===== config.mk =====
export PLATFORM = sky130hd
export DESIGN_NAME = fetch_queue_stage
export DESIGN_NICKNAME = d
export VERILOG_FILES = /design/src/rtl/rv32i_types.sv /design/src/rtl/fetch_fifo.sv /design/src/rtl/fetch_queue_stage.sv
export SDC_FILE = /design/constraint.sdc
export NUM_CORES = 1
export LEC_CHECK = 0
export ABC_AREA = 1
export BUFFER_PORTS_ARGS = -buffer_cell sky130_fd_sc_hd__buf_2
export CELL_PAD_IN_SITES_DETAIL_PLACEMENT = 1
export CELL_PAD_IN_SITES_GLOBAL_PLACEMENT = 1
export CORE_MARGIN = 2
export CORE_UTILIZATION = 40
export DETAILED_ROUTE_END_ITERATION = 12
export MAX_ROUTING_LAYER = met4
export PLACE_DENSITY = 0.77
export SLEW_MARGIN = 25
export SYNTH_ARGS = -nofsm -noshare
export SYNTH_HDL_FRONTEND = slang
export SYNTH_SLANG_ARGS = --single-unit

===== constraint.sdc =====
create_clock -name clk -period 22 [get_ports clk]
set_input_delay 2.2 -clock clk [delete_from_list [all_inputs] [get_ports clk]]
set_output_delay 2.2 -clock clk [all_outputs]
set_load 0.02 [all_outputs]

===== src/rtl/rv32i_types.sv =====
`default_nettype none
// ----------------------------------------------------------------------------
// rv32i_types: shared fetch-queue types, opcodes and the BTFN predictor helper.
// Revision: 1.0
// ----------------------------------------------------------------------------
package rv32i_types;

  localparam logic [6:0] op_b_jal = 7'b1101111;
  localparam logic [6:0] op_b_br  = 7'b1100011;

  typedef struct packed {
    logic [31:0] inst;
    logic [31:0] pc;
    logic        pred_taken;
    logic [31:0] pred_pc;
  } fetch_entry_t;

  typedef enum logic [1:0] {
    S_IDLE  = 2'd0,
    S_WAIT  = 2'd1,
    S_DRAIN = 2'd2
  } fetch_state_t;

  // Returns {taken, next_pc}: JAL always taken, backward conditional branches taken.
  function automatic logic [32:0] btfn_predict(input logic [31:0] inst, input logic [31:0] pc);
    logic [31:0] j_imm;
    logic [31:0] b_imm;
    j_imm = {{12{inst[31]}}, inst[19:12], inst[20], inst[30:21], 1'b0};
    b_imm = {{20{inst[31]}}, inst[7], inst[30:25], inst[11:8], 1'b0};
    if (inst[6:0] == op_b_jal) return {1'b1, pc + j_imm};
    if ((inst[6:0] == op_b_br) && inst[31]) return {1'b1, pc + b_imm};
    return {1'b0, pc + 32'd4};
  endfunction

endpackage
`default_nettype wire


===== src/rtl/fetch_fifo.sv =====
`default_nettype none
// ----------------------------------------------------------------------------
// fetch_fifo: DEPTH-entry ring buffer of fetch entries with push, pop and flush.
// Revision: 1.0
// ----------------------------------------------------------------------------
module fetch_fifo
  import rv32i_types::*;
#(
  parameter int unsigned DEPTH = 8,
  localparam int unsigned PTR_W = $clog2(DEPTH)
) (
  input  logic         clk,
  input  logic         rst,
  input  logic         push,
  input  fetch_entry_t push_data,
  input  logic         pop,
  input  logic         flush,
  output fetch_entry_t head,
  output logic [PTR_W:0] count,
  output logic         full,
  output logic         empty
);

  fetch_entry_t     mem [DEPTH];
  logic [PTR_W-1:0] rd_ptr;
  logic [PTR_W-1:0] wr_ptr;
  logic             do_push;
  logic             do_pop;

  assign full    = (count == (PTR_W + 1)'(DEPTH));
  assign empty   = (count == '0);
  assign do_push = push && !full;
  assign do_pop  = pop && !empty;
  assign head    = mem[rd_ptr];

  always_ff @(posedge clk) begin
    if (rst || flush) begin
      rd_ptr <= '0;
      wr_ptr <= '0;
      count  <= '0;
    end else begin
      if (do_push) wr_ptr <= wr_ptr + 1'b1;
      if (do_pop)  rd_ptr <= rd_ptr + 1'b1;
      if (do_push && !do_pop)      count <= count + 1'b1;
      else if (!do_push && do_pop) count <= count - 1'b1;
    end
  end

  // Storage needs no reset: entries are only visible through count.
  always_ff @(posedge clk) begin
    if (do_push) mem[wr_ptr] <= push_data;
  end

endmodule
`default_nettype wire


===== src/rtl/fetch_queue_stage.sv =====
`default_nettype none
// ----------------------------------------------------------------------------
// fetch_queue_stage: one-outstanding imem fetcher feeding a DEPTH-entry decode queue.
// Optional macro FETCH_BTFN_EN: backward-taken/forward-not-taken next-PC prediction.
// Revision: 1.0
// ----------------------------------------------------------------------------
module fetch_queue_stage
  import rv32i_types::*;
#(
  parameter int unsigned DEPTH    = 8,
  parameter logic [31:0] RESET_PC = 32'h1eceb000,
  parameter int unsigned ORDER_W  = 64
) (
  input  logic               clk,
  input  logic               rst,
  output logic [31:0]        imem_addr,
  output logic [3:0]         imem_rmask,
  input  logic               imem_resp,
  input  logic [31:0]        imem_rdata,
  input  logic               redirect_en,
  input  logic [31:0]        redirect_pc,
  input  logic [ORDER_W-1:0] redirect_order,
  output logic               out_valid,
  input  logic               out_ready,
  output logic [31:0]        out_inst,
  output logic [31:0]        out_pc,
  output logic               out_pred_taken,
  output logic [31:0]        out_pred_pc,
  output logic [ORDER_W-1:0] out_order
);

  localparam int unsigned CNT_W = $clog2(DEPTH) + 1;

  fetch_state_t       state;
  fetch_state_t       state_n;
  logic [31:0]        pc;
  logic [31:0]        pc_n;
  logic [31:0]        fetch_addr;
  logic [ORDER_W-1:0] order;
  logic [32:0]        pred;
  logic               push;
  logic               pop;
  logic               launch;
  logic               full;
  logic               empty;
  logic [CNT_W-1:0]   count;
  fetch_entry_t       push_entry;
  fetch_entry_t       head;

`ifdef FETCH_BTFN_EN
  assign pred = btfn_predict(imem_rdata, pc);
`else
  assign pred = {1'b0, pc + 32'd4};
`endif

  assign push_entry = '{inst: imem_rdata, pc: pc, pred_taken: pred[32], pred_pc: pred[31:0]};

  always_comb begin
    state_n    = state;
    pc_n       = pc;
    push       = 1'b0;
    launch     = 1'b0;
    fetch_addr = pc;
    case (state)
      S_IDLE: begin
        if (redirect_en) begin
          pc_n = redirect_pc;
        end else if (!full) begin
          launch  = 1'b1;
          state_n = S_WAIT;
        end
      end
      S_WAIT: begin
        if (redirect_en) begin
          pc_n    = redirect_pc;
          state_n = imem_resp ? S_IDLE : S_DRAIN;
        end else if (imem_resp) begin
          push = 1'b1;
          pc_n = pred[31:0];
          // Chain the next request only if the queue still has room after this push.
          if (count < CNT_W'(DEPTH - 1)) begin
            launch     = 1'b1;
            fetch_addr = pred[31:0];
          end else begin
            state_n = S_IDLE;
          end
        end
      end
      S_DRAIN: begin
        if (redirect_en) pc_n = redirect_pc;
        if (imem_resp)   state_n = S_IDLE;
      end
      default: state_n = S_IDLE;
    endcase
  end

  assign pop        = !empty && out_ready && !redirect_en;
  assign imem_rmask = (launch && !rst) ? 4'b1111 : 4'b0000;
  assign imem_addr  = fetch_addr;

  always_ff @(posedge clk) begin
    if (rst) begin
      state <= S_IDLE;
      pc    <= RESET_PC;
      order <= '0;
    end else begin
      state <= state_n;
      pc    <= pc_n;
      if (redirect_en) order <= redirect_order;
      else if (pop)    order <= order + 1'b1;
    end
  end

  fetch_fifo #(
    .DEPTH(DEPTH)
  ) u_fifo (
    .clk      (clk),
    .rst      (rst),
    .push     (push),
    .push_data(push_entry),
    .pop      (pop),
    .flush    (redirect_en),
    .head     (head),
    .count    (count),
    .full     (full),
    .empty    (empty)
  );

  assign out_valid      = !empty;
  assign out_inst       = head.inst;
  assign out_pc         = head.pc;
  assign out_pred_taken = head.pred_taken;
  assign out_pred_pc    = head.pred_pc;
  assign out_order      = order;

endmodule
`default_nettype wire


==> run_results.csv <==
group,metric,value,unit
synth,synth_edf_count,752,
clock_network,htreeDepth,3,
die,coreArea,91800,µm²
worst_setup_path,cp.required,19800,ps
synth,yosysSeqAreaShare,66.9,%
synth,synth_seq_cells,863,
routing,drt_iter0_drc,2706,
placed_design,io_buffers,329,
min_path,hold_class,"flop to flop",
clock_network,holdBufCountCts,0,
power_and_ir_drop,power_frac_seq,50.7,%
synth,synth_top_area_cell,"edfxtp_1",
worst_setup_path,worstSetupPathType,"primary input to output pin",
synth,yosys_warnings,0,
sta,hold_viol,0,
routing,dr_total_vias,28779,
die,rows,111,
clock_network,clock_latency,680,ps
routing,finalWirelength,125000,µm
global_route,grt_max_degree,236,
final_layout,final_nets,3970,
global_route,grt.total_usage,26.6,%
placed_design,place_congestion,0.941,
synth,synthTopCellsByCount,"nor2_1, edfxtp_1, o21ai_0",
global_route,overflow,0,
sta,fin_crit,7730,ps
synth,async_flop_share,0,%
final_layout,syn_to_final_growth,16.0,%
synth,netlist.area_leader.share,60.9,%
placed_design,place_area,39800,µm²
synth,synthCells,3561,
clock_network,cts.repair.resized,0,
power_and_ir_drop,intPower,0.00277,W
sta,slew_headroom,30.5,%
sta,skew,52.5,ps
power_and_ir_drop,powerDensity,84.4,nW/µm²
power_and_ir_drop,max-vdd-ir-drop,61.5,µV
die,die_x,308,µm
worst_setup_path,worst_ep_arrival_time,5530,ps
power_and_ir_drop,p_leak,15.1,nW
synth,syn_area,37100,µm²
sta,slew_violations,0,
die,die-area,95200,µm²
sta,tns,0,ps
power_and_ir_drop,power_frac_comb,5.6,%
die,io_pins,331,
final_layout,fillers,10070,
routing,firstDrtPassIters,6,
clock_network,path_clk_slew,60,ps
clock_network,cts-root-buf,"clkbuf_16",
sta,setup_viol,0,
placed_design,dp_hpwl,78000,µm
global_route,grt_pass1_vias,29238,
clock_network,clock-sinks,863,
worst_setup_path,cp-start-kind,"primary input",
clock_network,tritoncts,"yes",
final_layout,drive_gt1_share,14.5,%
routing,via_per_inst,5.57,
final_layout,final_area,43000,µm²
routing,drtAntennaViolNets,0,
routing,drcViolationCount,0,
sta,tightestPinTransition,1040,ps
synth,ys_types,43,
worst_setup_path,critPathMaxFanout,67,
sta,final.period_utilization,35.2,%
synth,ys_top_cells_by_area,"edfxtp_1, nor2_1, o21ai_0",
flow_run,drv_cap,0,
routing,wire_per_inst,24.3,µm
power_and_ir_drop,power.share.clock,43.6,%
power_and_ir_drop,power_switching,0.000863,W
die,initial_utilization,40.4,%
die,fp.dieH,308,µm
synth,synth_most_common_cell,"nor2_1",
clock_network,numCtsBuffers,94,
worst_setup_path,endpoint_kind,"output pin",
power_and_ir_drop,netSwitchingFraction,23.8,%
outcome,outcome,"finished clean",
synth,syn_nets,3702,
synth,ys.flop_type,"edfxtp_1",
global_route,antenna_found_initial,25,
clock_network,cts_buffer_depth,3,
global_route,grt_pass1_wl,183000,µm
sta,holdWs,497,ps
sta,rsz0062_at_grt,"false",
sta,max_freq,129,MHz
synth,syn_area_per_cell,10.4,µm²
clock_network,post_cts_buffers,0,
==> flip-flops by register name, summed over array words and instances (netlist names), named ones only <==
| signal | flops |
|---|---|
| u_fifo.wr_ptr | 3 |
| u_fifo.mem | 752 |
| u_fifo.rd_ptr | 3 |
| u_fifo.count | 4 |
| pc | 32 |
| out_order | 64 |
| state | 2 |
==> path summary, 6_finish.rpt <==
check,startpoint,end,slack (ps),cells after the start
worst max-delay path,redirect_en,imem_addr[15],14270,10
worst min-delay path,u_fifo.rd_ptr[2]$_SDFFE_PP0P_,u_fifo.rd_ptr[2]$_SDFFE_PP0P_,500,2
worst max register to register,state[0]$_SDFFE_PP0P_,u_fifo.mem[5][19]$_DFFE_PP_,18330,10
worst min register to register,u_fifo.rd_ptr[2]$_SDFFE_PP0P_,u_fifo.rd_ptr[2]$_SDFFE_PP0P_,500,2
==> through the flow <==
stage,cells,setup WS [ps],total power (W),util (%)
after floorplan,3561,12190,0.00197,-
after global placement,4974,14360,0.00207,43.4
after detailed placement,4974,14330,0.00208,43.4
after CTS,5145,14320,0.00365,46.8
after global routing,5161,14130,0.00372,46.9
final,5165,14270,0.00363,46.9
==> final cells by class <==
cell class                      instances  area [µm²]  area share (%)
Sequential cell                       863       24800            57.7
Multi-Input combinational cell       2343       10900            25.4
Clock buffer                          117        2470            5.74
Timing Repair Buffer                  374        2050            4.76
Tap cell                             1243        1560            3.61
Clock inverter                         54         602            1.40
Inverter                              153         592            1.38
Antenna cell                           18        45.0           0.105
==> cells in the final DEF, fill, tap and decap left out, types with 7 or more instances in the layout <==
cell | Yosys | routed
nor2_1 | 870 | 865
edfxtp_1 | 752 | 752
o21ai_0 | 485 | 484
nand2_1 | 454 | 454
buf_2 | 52 | 329
inv_1 | 145 | 145
a31oi_1 | 112 | 112
dfxtp_1 | 111 | 109
a21oi_1 | 95 | 95
o22ai_1 | 94 | 94
clkbuf_16 | 0 | 94
nand3_1 | 68 | 68
xor2_1 | 42 | 41
buf_4 | 14 | 39
clkinv_1 | 3 | 24
clkbuf_1 | 115 | 20
diode_2 | 0 | 18
nand4_1 | 17 | 17
nor2_4 | 10 | 15
clkinv_2 | 0 | 15
xnor2_1 | 12 | 12
nor2_2 | 10 | 10
nand2_2 | 10 | 10
nor3_2 | 5 | 10
o21ai_1 | 9 | 9
bufinv_16 | 0 | 9
nor3_1 | 12 | 7
ha_1 | 7 | 7
==> critical path: stages <==
cell     delay, ps
buf_2          100
buf_4          310
inv_1          530
nand3_1        200
nor2_2         140
inv_2          240
nor3_2         620
nand3_1        200
xnor2_1        640
buf_2          290
==> metal layers <==
metal	part of all wire [%]	wire length [µm]	track usage [%]	up-vias
li1	-	-	-	12956
met1	40	50700	33.9	14421
met2	48	60200	43.2	1187
met3	8.4	10500	4.90	215
met4	3.2	3990	8.49	0
met5	0	0	-	-
==> kinds of logic (layout without fill, tap and decap cells) <==
| logic type | after synthesis | in the layout | share of synthesized area, % |
|---|---|---|---|
| simple gates | 1472 | 1472 | 15.9 |
| flops | 863 | 863 | 66.9 |
| compound gates | 808 | 808 | 11.7 |
| other cells | 1 | 19 | 0.0101 |
| fa+ha+maj | 8 | 8 | 0.290 |
| buf+inv | 355 | 698 | 3.91 |
| xor+xnor | 54 | 54 | 1.28 |
==> power by group through the flow <==
stage	Sequential (W)	Combinational, W	Clock (W)
global route	0.00184	0.000220	0.00166
finish	0.00184	0.000204	0.00158
global placement	0.00187	0.000195	0
detailed placement	0.00188	0.000201	0
floorplan	0.00187	0.000104	0
CTS	0.00184	0.000203	0.00160
(Power assumes the default switching activity.)
